===== src/rtl/timer_ctrl_if.sv =====
// APB slave-side bundle for the timer controller: select/enable/write strobes,
// address and data, plus the fixed-handshake response lines.
interface timer_ctrl_if;
    logic        psel;
    logic        penable;
    logic        pwrite;
    logic [11:0] paddr;
    logic [31:0] pwdata;
    logic [31:0] prdata;
    logic        pready;
    logic        pslverr;

    modport master (
        output psel, penable, pwrite, paddr, pwdata,
        input  prdata, pready, pslverr
    );

    modport slave (
        input  psel, penable, pwrite, paddr, pwdata,
        output prdata, pready, pslverr
    );
endinterface


===== src/rtl/timer_ctrl.sv =====
// APB-programmable 32-bit timer controller: config/count registers, prescaled
// ticks, up/down counting with overflow/underflow sticky status and level IRQ.
module timer_ctrl (
    input  logic        i_pclk,
    input  logic        i_preset_n,
    timer_ctrl_if.slave apb,
    output logic        o_tmr_irq
);
    localparam logic [9:0] A_TCR  = 10'd0;
    localparam logic [9:0] A_TDR  = 10'd1;
    localparam logic [9:0] A_TCNT = 10'd2;
    localparam logic [9:0] A_TIER = 10'd3;
    localparam logic [9:0] A_TISR = 10'd4;

    logic        r_en;
    logic        r_updown;
    logic        r_divEn;
    logic [3:0]  r_divVal;
    logic [31:0] r_tdr;
    logic [31:0] r_cnt;
    logic [1:0]  r_tier;
    logic [1:0]  r_tisr;
    logic [7:0]  r_divCnt;

    logic [9:0]  w_idx;
    logic        w_wr;
    logic        w_wrTcr;
    logic        w_wrTdr;
    logic        w_wrTier;
    logic        w_wrTisr;
    logic        w_load;
    logic        w_divChange;
    logic [3:0]  w_d;
    logic [7:0]  w_divTop;
    logic        w_divWrap;
    logic        w_tick;
    logic        w_ovf;
    logic        w_udf;
    logic [1:0]  w_w1c;
    logic        w_unused;

    assign apb.pready  = 1'b1;
    assign apb.pslverr = 1'b0;
    assign w_unused    = &{1'b0, apb.paddr[1:0]};

    assign w_idx    = apb.paddr[11:2];
    assign w_wr     = apb.psel & apb.penable & apb.pwrite;
    assign w_wrTcr  = w_wr & (w_idx == A_TCR);
    assign w_wrTdr  = w_wr & (w_idx == A_TDR);
    assign w_wrTier = w_wr & (w_idx == A_TIER);
    assign w_wrTisr = w_wr & (w_idx == A_TISR);
    assign w_load   = w_wrTcr & apb.pwdata[2];
    assign w_w1c    = w_wrTisr ? apb.pwdata[1:0] : 2'b00;

    assign w_divChange = w_wrTcr & ((apb.pwdata[3] != r_divEn) || (apb.pwdata[11:8] != r_divVal));

    // Divider exponent saturates at 8; 1<<8 overflows the 8-bit shift to 0, so top becomes 0xFF.
    assign w_d       = (r_divVal > 4'd8) ? 4'd8 : r_divVal;
    assign w_divTop  = (8'd1 << w_d) - 8'd1;
    assign w_divWrap = (r_divCnt == w_divTop);
    assign w_tick    = r_en & (r_divEn ? w_divWrap : 1'b1);

    assign w_ovf = w_tick & ~r_updown & (r_cnt == 32'hFFFF_FFFF) & ~w_load;
    assign w_udf = w_tick &  r_updown & (r_cnt == 32'h0000_0000) & ~w_load;

    assign o_tmr_irq = |(r_tisr & r_tier);

    always_ff @(posedge i_pclk) begin
        if (!i_preset_n) begin
            r_en     <= 1'b0;
            r_updown <= 1'b0;
            r_divEn  <= 1'b0;
            r_divVal <= 4'd0;
            r_tdr    <= 32'd0;
            r_cnt    <= 32'd0;
            r_tier   <= 2'b00;
            r_tisr   <= 2'b00;
            r_divCnt <= 8'd0;
        end else begin
            if (w_wrTcr) begin
                r_en     <= apb.pwdata[0];
                r_updown <= apb.pwdata[1];
                r_divEn  <= apb.pwdata[3];
                r_divVal <= apb.pwdata[11:8];
            end
            if (w_wrTdr) begin
                r_tdr <= apb.pwdata;
            end
            if (w_wrTier) begin
                r_tier <= apb.pwdata[1:0];
            end

            // A new event wins over a same-edge write-1-to-clear of its bit.
            r_tisr <= (r_tisr & ~w_w1c) | {w_udf, w_ovf};

            if (w_load) begin
                r_cnt <= r_tdr;
            end else if (w_tick) begin
                r_cnt <= r_updown ? (r_cnt - 32'd1) : (r_cnt + 32'd1);
            end

            if (!r_en || !r_divEn || w_divChange || w_divWrap) begin
                r_divCnt <= 8'd0;
            end else begin
                r_divCnt <= r_divCnt + 8'd1;
            end
        end
    end

    always_comb begin
        apb.prdata = 32'd0;
        if (apb.psel && !apb.pwrite) begin
            case (w_idx)
                A_TCR:   apb.prdata = {20'd0, r_divVal, 4'd0, r_divEn, 1'b0, r_updown, r_en};
                A_TDR:   apb.prdata = r_tdr;
                A_TCNT:  apb.prdata = r_cnt;
                A_TIER:  apb.prdata = {30'd0, r_tier};
                A_TISR:  apb.prdata = {30'd0, r_tisr};
                default: apb.prdata = 32'd0;
            endcase
        end
    end
endmodule


===== src/flat_wrapper.sv =====
// flat-port wrapper written by rule: the top's interface ports become plain ports
module timer_ctrl_flat 
  (i_pclk, i_preset_n, o_tmr_irq, apb_psel, apb_penable, apb_pwrite, apb_paddr, apb_pwdata, apb_prdata, apb_pready, apb_pslverr);
  timer_ctrl_if apb_i ();
  input  logic i_pclk;
  input  logic i_preset_n;
  output logic o_tmr_irq;
  input wire logic [$bits(apb_i.psel)-1:0] apb_psel;
  input wire logic [$bits(apb_i.penable)-1:0] apb_penable;
  input wire logic [$bits(apb_i.pwrite)-1:0] apb_pwrite;
  input wire logic [$bits(apb_i.paddr)-1:0] apb_paddr;
  input wire logic [$bits(apb_i.pwdata)-1:0] apb_pwdata;
  output wire logic [$bits(apb_i.prdata)-1:0] apb_prdata;
  output wire logic [$bits(apb_i.pready)-1:0] apb_pready;
  output wire logic [$bits(apb_i.pslverr)-1:0] apb_pslverr;
  assign apb_i.psel = apb_psel;
  assign apb_i.penable = apb_penable;
  assign apb_i.pwrite = apb_pwrite;
  assign apb_i.paddr = apb_paddr;
  assign apb_i.pwdata = apb_pwdata;
  assign apb_prdata = apb_i.prdata;
  assign apb_pready = apb_i.pready;
  assign apb_pslverr = apb_i.pslverr;
  timer_ctrl u_core (.i_pclk(i_pclk), .i_preset_n(i_preset_n), .apb(apb_i), .o_tmr_irq(o_tmr_irq));
endmodule

===== config.mk =====
export PLATFORM = sky130hd
export DESIGN_NAME = timer_ctrl_flat
export DESIGN_NICKNAME = d
export VERILOG_FILES = /design/src/rtl/timer_ctrl_if.sv /design/src/rtl/timer_ctrl.sv /design/src/flat_wrapper.sv
export SDC_FILE = /design/constraint.sdc
export NUM_CORES = 1
export LEC_CHECK = 0
export CAP_MARGIN = 20
export CORE_UTILIZATION = 40
export CTS_BUF_LIST = sky130_fd_sc_hd__clkbuf_4 sky130_fd_sc_hd__clkbuf_8
export DETAILED_ROUTE_END_ITERATION = 10
export PLACE_DENSITY = 0.6
export SLEW_MARGIN = 5
export SYNTH_ARGS = -nofsm -noshare
export SYNTH_HDL_FRONTEND = slang
export SYNTH_SLANG_ARGS = --single-unit

===== constraint.sdc =====
create_clock -name i_pclk -period 4.4 [get_ports i_pclk]
set_input_delay 0.66 -clock i_pclk [delete_from_list [all_inputs] [get_ports i_pclk]]
set_output_delay 0.66 -clock i_pclk [all_outputs]
set_load 0.02 [all_outputs]

==> results of run 1 <==
-- worst max-delay path, stage by stage --
cell	delay, ns
sky130_fd_sc_hd__clkdlybuf4s50_1	0.40
sky130_fd_sc_hd__nor4_1	0.30
sky130_fd_sc_hd__nand2_1	0.15
sky130_fd_sc_hd__nor2_1	0.14
sky130_fd_sc_hd__and2_1	0.47
sky130_fd_sc_hd__buf_4	0.29
sky130_fd_sc_hd__a22oi_1	0.10
sky130_fd_sc_hd__nor2_1	0.10
sky130_fd_sc_hd__clkdlybuf4s50_1	0.62
-- state kept, by name, summed over array words and instances (netlist names) --
register	flops
u_core.r_tier	2
u_core.r_divVal	4
u_core.r_tdr	32
u_core.r_cnt	32
u_core.r_updown	1
u_core.r_en	1
u_core.r_divCnt	8
u_core.r_tisr	2
u_core.r_divEn	1
-- cells by family (layout without fill, tap and decap cells) --
kind of cell             Yosys count  count (layout)  share of synthesized area (%)
AND/OR/NAND/NOR                  331             331                           25.8
other                              2               2                          0.127
adder cells (fa/ha/maj)           33              33                           7.12
AO/OA/AOI/OAI                    245             245                           26.4
buffers and inverters             65             127                           4.66
multiplexers                      14              14                           2.42
XOR/XNOR                          36              36                           5.34
flip-flops                        83              83                           28.2
-- routing by layer --
metal | share of wire [%] | GRT usage [%]
met5 | 0 | 0
met4 | 1.7 | 8.21
met3 | 5.4 | 4.38
met2 | 45 | 40.1
met1 | 48 | 36.1
-- worst max path at each step --
stage / from / end / slack, ns / cells past startpoint
floorplan: u_core.r_updown$_SDFFE_PN0P_ / u_core.r_cnt[30]$_SDFFE_PN0P_ / 1.11 / 10
CTS: apb_paddr[9] / apb_prdata[24] / 0.46 / 9
finish: apb_paddr[9] / apb_prdata[22] / 0.51 / 9
global placement: apb_paddr[9] / apb_prdata[22] / 0.50 / 9
detailed placement: apb_paddr[9] / apb_prdata[24] / 0.46 / 9
global route: apb_paddr[9] / apb_prdata[20] / 0.25 / 9
-- final cells by class --
class	instances	area, um^2
Clock buffer	11	151
Clock inverter	2	37.5
Fill cell	1459	7430
Inverter	14	52.6
Multi-Input combinational cell	661	3970
Sequential cell	83	1660
Tap cell	184	230
Timing Repair Buffer	100	948
-- stage by stage --
stage / hold slack [ns] / instance area [um^2] / instances / power, mW / setup slack, ns
6_report: 0.479 / 7050 / 1055 / 1.40 / 0.513
2_1_floorplan: 0.445 / 5900 / 809 / 0.794 / 1.11
3_3_place_gp: 0.461 / 6860 / 1042 / 0.846 / 0.499
4_1_cts: 0.478 / 7050 / 1055 / 1.42 / 0.457
3_5_place_dp: 0.465 / 6860 / 1042 / 0.846 / 0.464
5_1_grt: 0.496 / 7050 / 1055 / 1.45 / 0.254
-- cell usage after synthesis (5+ instances only) --
cell and n:
sky130_fd_sc_hd__a22oi_1 26, sky130_fd_sc_hd__nand2b_1 5, sky130_fd_sc_hd__a31oi_1 8, sky130_fd_sc_hd__clkbuf_1 37
sky130_fd_sc_hd__nor3_1 20, sky130_fd_sc_hd__o21ai_0 31, sky130_fd_sc_hd__nor4_1 11, sky130_fd_sc_hd__xnor2_1 18
sky130_fd_sc_hd__nor2b_1 7, sky130_fd_sc_hd__and2_1 5, sky130_fd_sc_hd__o21a_1 6, sky130_fd_sc_hd__nand3_1 20
sky130_fd_sc_hd__a21oi_1 96, sky130_fd_sc_hd__o211ai_1 9, sky130_fd_sc_hd__a211oi_1 18, sky130_fd_sc_hd__a21o_1 8
sky130_fd_sc_hd__mux2i_1 12, sky130_fd_sc_hd__nand2_1 127, sky130_fd_sc_hd__dfxtp_1 83, sky130_fd_sc_hd__o21ai_1 7
sky130_fd_sc_hd__nor2_1 94, sky130_fd_sc_hd__o31ai_1 7, sky130_fd_sc_hd__inv_1 14, sky130_fd_sc_hd__nand4_1 16
sky130_fd_sc_hd__ha_1 32, sky130_fd_sc_hd__xor2_1 18, sky130_fd_sc_hd__and3_1 8, sky130_fd_sc_hd__buf_2 7
-- report_power, final --
part / switching [mW] / internal, mW / leakage [nW]
Clock: 0.288 / 0.284 / 0.0934
Combinational: 0.0343 / 0.0437 / 1.74
Sequential: 0.0000944 / 0.750 / 0.668
Total: 0.322 / 1.08 / 2.50
==> run summary, run 1 <==
The average wire per cell in the routed design was 17.7 um. Dividing total power by cell area gives a power density of 199 nW/um^2. For this design the top-level I/O count stands at 84. Detailed placement ended at an HPWL of 13.7 mm. The synthesized design contains 83 register bits.

Most common library cell in the layout ignoring fill and taps: sky130_fd_sc_hd__nand2_1. sky130_fd_sc_hd__dfxtp_1 takes more of the synthesized area than any other cell. For the DRC marker count from the first detailed-route iteration, the log shows 481. End point of the most critical hold path: u_core.r_tdr[3]$_SDFFE_PN0P_.

After clock tree synthesis, the clock-pin slew on the worst setup and hold paths is 0.08 ns. The initial utilization of the core area, before any placement, comes to 40.8%. The highest clock frequency the design can meet is 257 MHz. The final-report hold violation count came out at 0. The min-delay analysis places its worst path in the category reg -> reg. Setup violations remaining at the end of the flow were counted as 0. In this run the vertical extent of the chip is 123 um.

The first detailed-routing pass took 4 iterations. The max-capacitance violation count was 0. Input and output buffers added on the ports amount to 79. The routability-driven placement congestion ratio came out at 0.899.

Clock tree synthesis inserted a total of 9 buffers. The worst-case clock buffer depth was 2. The critical path data required time came out at 3.74 ns. In this run the tightest slew margin relative to its limit is 43.2%.

After floorplanning, the core was divided into 44 placement rows. In this run the critical register-to-register path is launched from u_core.r_updown$_SDFFE_PN0P_. The tree is rooted in a sky130_fd_sc_hd__clkbuf_8. The run gives 0 as the remaining antenna violation count after routing. The biggest fanout along the worst timing path came out at 13.

The type of the setup path with the least slack is in -> out. The final-report max-slew violation count is 0. The maximum number of pins on one net before global-route repair was 39.

The post-route netlist has 5.40% of its cells at a drive strength greater than 1. Dividing the detail-routed via count by the number of cells gives 5.85. After layout, the minimum clock period comes to 3.89 ns. The top flip-flop cell by instance count after synthesis was sky130_fd_sc_hd__dfxtp_1. The floorplan step set the die width to 123 um. The repair_antennas step left the layout with diodes totalling 0. Sort of element at the start of the critical path: an input port.

The layout-stage area growth over the synthesis result came out at 19.4%. The synthesized netlist cell count is 809. Summed over all layers, the global routing overflow is 0. For this run, the total global-route usage over all layers was measured as 25.8%.

After synthesis, the cell types taking the most area are sky130_fd_sc_hd__dfxtp_1 28%, sky130_fd_sc_hd__a21oi_1 8.1%, sky130_fd_sc_hd__nand2_1 8.1%. The core region is 14500 um^2. The tools report the kind of end point of the critical path as an output pin. In the routed design, unresolved DRC markers number 0. The run finished with clean final reports. The run gives 5684 as the number of global-route vias before repair. The slew at the pin with the worst max-slew slack was 0.851 ns.

In this run the critical register-to-register path is captured at u_core.r_cnt[30]$_SDFFE_PN0P_. Setup repair after global routing left no endpoint under its margin. The share of synthesized flip-flops with an asynchronous set or reset came out at 0%. The final clock period utilization by the worst path came out at 88.3%. In the layout the commonest cells are 127 x sky130_fd_sc_hd__nand2_1, 96 x sky130_fd_sc_hd__a21oi_1, 93 x sky130_fd_sc_hd__nor2_1. The worst hold path begins at u_core.r_tdr[3]$_SDFFE_PN0P_. Setup slack on the worst reg-to-reg path comes out at 0.70 ns. Gates resized during post-CTS repair numbered 0.

The clock latency at the later pin of the worst-skew pair is 0.38 ns, and the initial antenna violation count is 0. In the final timing run, aggregate negative setup slack is 0 ns. The first global-routing pass estimated 30.0 mm of wire. At the end of the flow the core is filled with cells to 48.7%. Once the clock tree was built, the setup fixing pass inserted 0 buffers.

At the end of the flow, the number of nets in the layout was 951. The net count of the mapped netlist was 891; the summed instance area of the synthesized netlist was 5900 um^2. For the worst flop-to-flop path, the logic depth is 11. The count of yosys warnings during synthesis is 0. TritonCTS built the clock tree.

The static power due to leakage was 2.50 nW. Averaged over all synthesized cells, the footprint is 7.30 um^2. The number of sinks handled by clock tree synthesis is 83.

The worst hold path stage count was 2. For the worst setup path, the data arrival time is 3.23 ns. The logs give 28.2% for the share of the yosys chip area belonging to registers and 0.00940 ns for the largest clock skew in the final design. The top cell type by area accounts for 28.2% of the synthesized area. IR analysis of the VDD net gives a maximum drop of 0.000113 V. The number of enable-type register cells in the synthesized netlist works out to 0. The overall routed net length is 18.6 mm, and the count of cell types in the netlist is 64.

The logs give 3 for the CTS H-tree depth and 15200 um^2 for the full die area. The count of hold buffers inserted by post-cts repair is 0, and the overall via count from detail_route is 6173.
Note: power is estimated with default switching activity, not from simulation.
==> run 2: changes to the inputs <==
PLACE_DENSITY = unset   (was 0.6)
==> results of run 2 <==
The final DEF is identical to that of run 1; final timing and power are the same.
==> run 3: changes to the inputs <==
GPL_TIMING_DRIVEN = 0   (was unset)
==> run 3 against run 2 <==
Net effect:
- sequential share of layout area decreased by 0.14 points
- worst hold slack improved by 0.0031 ns
- count of clock-buffer cells in the layout increased by 3
==> run summary, run 3 (synthesis gave the netlist of run 1 again) <==
The run finished with clean final reports. The end point of the critical path is apb_prdata[16]. The logs give 0 (unchanged) for the initial antenna violation count and 2 (unchanged) for the worst-case clock buffer depth. The logs give 0.37 ns (about the same) for the clock latency at the later pin of the worst-skew pair and 28.6% (+2.8 points) for the total global-route track usage. In the final layout, the registers with the most flip-flops are u_core.r_cnt (32), u_core.r_tdr (32), u_core.r_divCnt (8). The worst setup path is captured at an output pin.

The worst hold path stage count is 2 (unchanged). Tracing the worst setup path back leads to its startpoint at apb_paddr[9]. The number of sinks handled by clock tree synthesis came out at 83 (unchanged). The endpoint identified for the worst register-to-register timing path is u_core.r_cnt[30]$_SDFFE_PN0P_. The logs give 5 (+1) for the number of iterations in the first detailed-routing pass and 547 (+14%) for the DRC marker count from the first detailed-route iteration. For the area of the core, the log shows 14500 um^2 (unchanged). For the final instance area, the log shows 7100 um^2 (+0.67%). Traced cell by cell, the critical path runs through clkdlybuf4s50_1 -> nor4_1 -> nand2_1 -> nor2_2 -> nand2_1 -> nor2_1 -> clkbuf_2 -> clkbuf_2 -> a22oi_1 -> nor2_1 -> clkdlybuf4s50_1. The average wire per cell in the routed design was 19.7 um (+12%); the arrival time at the worst endpoint was 3.54 ns (+0.31 ns). The initial core utilization is 40.8% (unchanged). The startpoint of the most critical register-to-register path is u_core.r_updown$_SDFFE_PN0P_. The total power per unit cell area was 194 nW/um^2 (-2.4%); the highest clock frequency the design can meet was 238 MHz (-7.3%). For the static power due to leakage, the log shows 2.53 nW (+0.91%).

The logs give 0.000126 V (+11%) for the peak supply drop and 0 (unchanged) for the final-report max-slew violation count. The final-report setup violation count is 0 (unchanged), and the leftover overflow at the end of global routing is 0 (unchanged). The full die area was 15200 um^2 (unchanged). The overall via count from detail_route is 6413 (+3.9%), and the biggest fanout along the worst timing path is 10 (-3). The standard cell with the maximum stage delay on the critical path is sky130_fd_sc_hd__clkdlybuf4s50_1.

The register-to-register setup slack was 0.56 ns (-0.14 ns); the number of filler instances in the final layout was 1489 (+2.1%). The number of global-route vias before repair was 6010 (+5.7%); the number of buffers inserted by port buffering was 77 (-2.5%). The run gives 0 (unchanged) as the max-capacitance violation count. The die span in y was 123 um (unchanged). Overall routed net length: 21.4 mm (+15%). In this run the clock root is driven by a sky130_fd_sc_hd__clkbuf_8. Total CTS buffers: 9 (unchanged). The peak per-stage delay on the critical path came out at 0.63 ns (about the same). TritonCTS built the clock tree. The final-report hold violation count came out at 0 (unchanged). For the global-route wire length before repair, the log shows 32.8 mm (+9.3%). The worst setup path is launched from an input port. The share of final-layout standard cells stronger than drive strength 1 came out at 5.44% (+0.042 points). Setup TNS: 0 ns (unchanged). The number of ports placed on the die boundary was 84 (unchanged). The depth of the worst register-to-register path is 11 (unchanged), and the remaining antenna violation count after routing is 0 (unchanged). The run gives 0 (unchanged) as the total setup buffers inserted after CTS. The time the worst path needs with I/O delays and setup was 4.20 ns (+0.308 ns). The number of nets in the finished design came out at 978 (+2.8%). The count of antenna diodes in the layout was 0 (unchanged).

The final routed DRC violation total came out at 0 (unchanged). The CTS H-tree depth was 3 (unchanged). The logs give 3.74 ns (about the same) for the critical path data required time and 34 (-13%) for the maximum number of pins on one net before global-route repair. The slew at the pin with the worst max-slew slack works out to 0.803 ns (-0.0489 ns).

Most common library cell in the layout ignoring fill and taps: sky130_fd_sc_hd__nand2_1. In the layout the commonest cells are 127 x sky130_fd_sc_hd__nand2_1, 96 x sky130_fd_sc_hd__a21oi_1, 93 x sky130_fd_sc_hd__nor2_1. The logs give 0.00984 ns (+0.000439 ns) for the largest clock skew in the final design and 3970 um^2 (about the same) for the total area of multi-input combinational cells. The average via count per standard cell works out to 5.91 (+1.0%). The layout-stage area growth over the synthesis result is 20.2%.

The final clock period utilization by the worst path was 95.3% (+7.0 points). The clock transition at the registers of the reported paths came out at 0.09 ns (about the same). The total cell area at the placement stage was 6900 um^2 (+0.64%). The critical path is of the in -> out type.

The run gives 0.899 (about the same) as the routability-driven placement congestion ratio. Number of cell rows: 44 (unchanged). Half-perimeter wire length after placement: 16.1 mm (+17%).

The total area of sequential cells came out at 1660 um^2 (about the same). Setup repair after global routing left no endpoint under its margin. The width of the chip came out at 123 um (unchanged). The path class of the lowest-slack min-delay path is reg -> reg. The tightest slew margin relative to the limit is 46.5% (+3.3 points).
==> run 3: cell types whose count changed in the layout (fill, tap and decap cells not counted), moves of 2 or more <==
cell | previous run | this run
sky130_fd_sc_hd__clkinv_2 | 0 | 2
sky130_fd_sc_hd__clkdlybuf4s50_1 | 79 | 77
sky130_fd_sc_hd__clkbuf_1 | 0 | 32
sky130_fd_sc_hd__clkbuf_4 | 0 | 3
sky130_fd_sc_hd__buf_4 | 21 | 4
sky130_fd_sc_hd__buf_2 | 0 | 8
sky130_fd_sc_hd__clkbuf_2 | 0 | 4
==> run 3: worst min path at each step <==
stage                                             start  slack (ns)                             to
after floorplan             u_core.r_tisr[1]$_SDFF_PN0_        0.45    u_core.r_tisr[1]$_SDFF_PN0_
final                     u_core.r_tdr[20]$_SDFFE_PN0P_        0.48  u_core.r_tdr[20]$_SDFFE_PN0P_
after detailed placement  u_core.r_tdr[10]$_SDFFE_PN0P_        0.47  u_core.r_tdr[10]$_SDFFE_PN0P_
after global placement    u_core.r_tdr[10]$_SDFFE_PN0P_        0.46  u_core.r_tdr[10]$_SDFFE_PN0P_
after CTS                 u_core.r_tdr[10]$_SDFFE_PN0P_        0.48  u_core.r_tdr[10]$_SDFFE_PN0P_
after global routing       u_core.r_tdr[2]$_SDFFE_PN0P_        0.50   u_core.r_tdr[2]$_SDFFE_PN0P_
==> run 3: final cells by class <==
| type | count | area share, % |
|---|---|---|
| Tap cell | 184 | 3.24 |
| Timing Repair Buffer | 77 | 10.9 |
| Multi-Input combinational cell | 661 | 56.0 |
| Sequential cell | 83 | 23.4 |
| Clock inverter | 2 | 0.141 |
| Clock buffer | 14 | 2.45 |
| Buffer | 50 | 3.17 |
| Inverter | 14 | 0.740 |
==> run 3: metal layers <==
metal	vias up	part of all wire, %	track usage (%)
met5	-	0	0
met4	0	1.9	8.28
met3	28	7.2	4.15
met2	257	46	46.3
met1	3024	45	39.4
li1	3104	-	-
==> run 3: timing repair <==
action	4_1_cts	5_1_grt
hold buffers	0	0
endpoints found under the setup margin	22	22
resized for setup	4	5
endpoints found under the hold margin	0	0
==> run 3: where the power goes <==
part / switching, mW / total [mW] / leakage [nW] / internal, mW
sequential: 0.0000914 / 0.750 / 0.669 / 0.750
clock: 0.289 / 0.544 / 0.101 / 0.254
combinational: 0.0392 / 0.0827 / 1.76 / 0.0435
==> run 3: critical path, delay by kind of cell <==
family,cells,cell delay [ns]
compound gates,1,0.14
buf+inv,4,1.63
simple gates,6,1.09
==> run 3: through the flow <==
stage | total power, mW | setup WS (ns) | utilization (%) | instances | hold WS (ns)
2_1_floorplan | 0.794 | 1.11 | - | 809 | 0.445
3_3_place_gp | 0.848 | -0.216 | 47.7 | 1070 | 0.460
3_5_place_dp | 0.850 | -0.262 | 47.7 | 1070 | 0.467
4_1_cts | 1.37 | 0.0469 | 49.0 | 1085 | 0.481
5_1_grt | 1.42 | 0.0479 | 49.0 | 1085 | 0.501
6_report | 1.38 | 0.205 | 49.0 | 1085 | 0.482
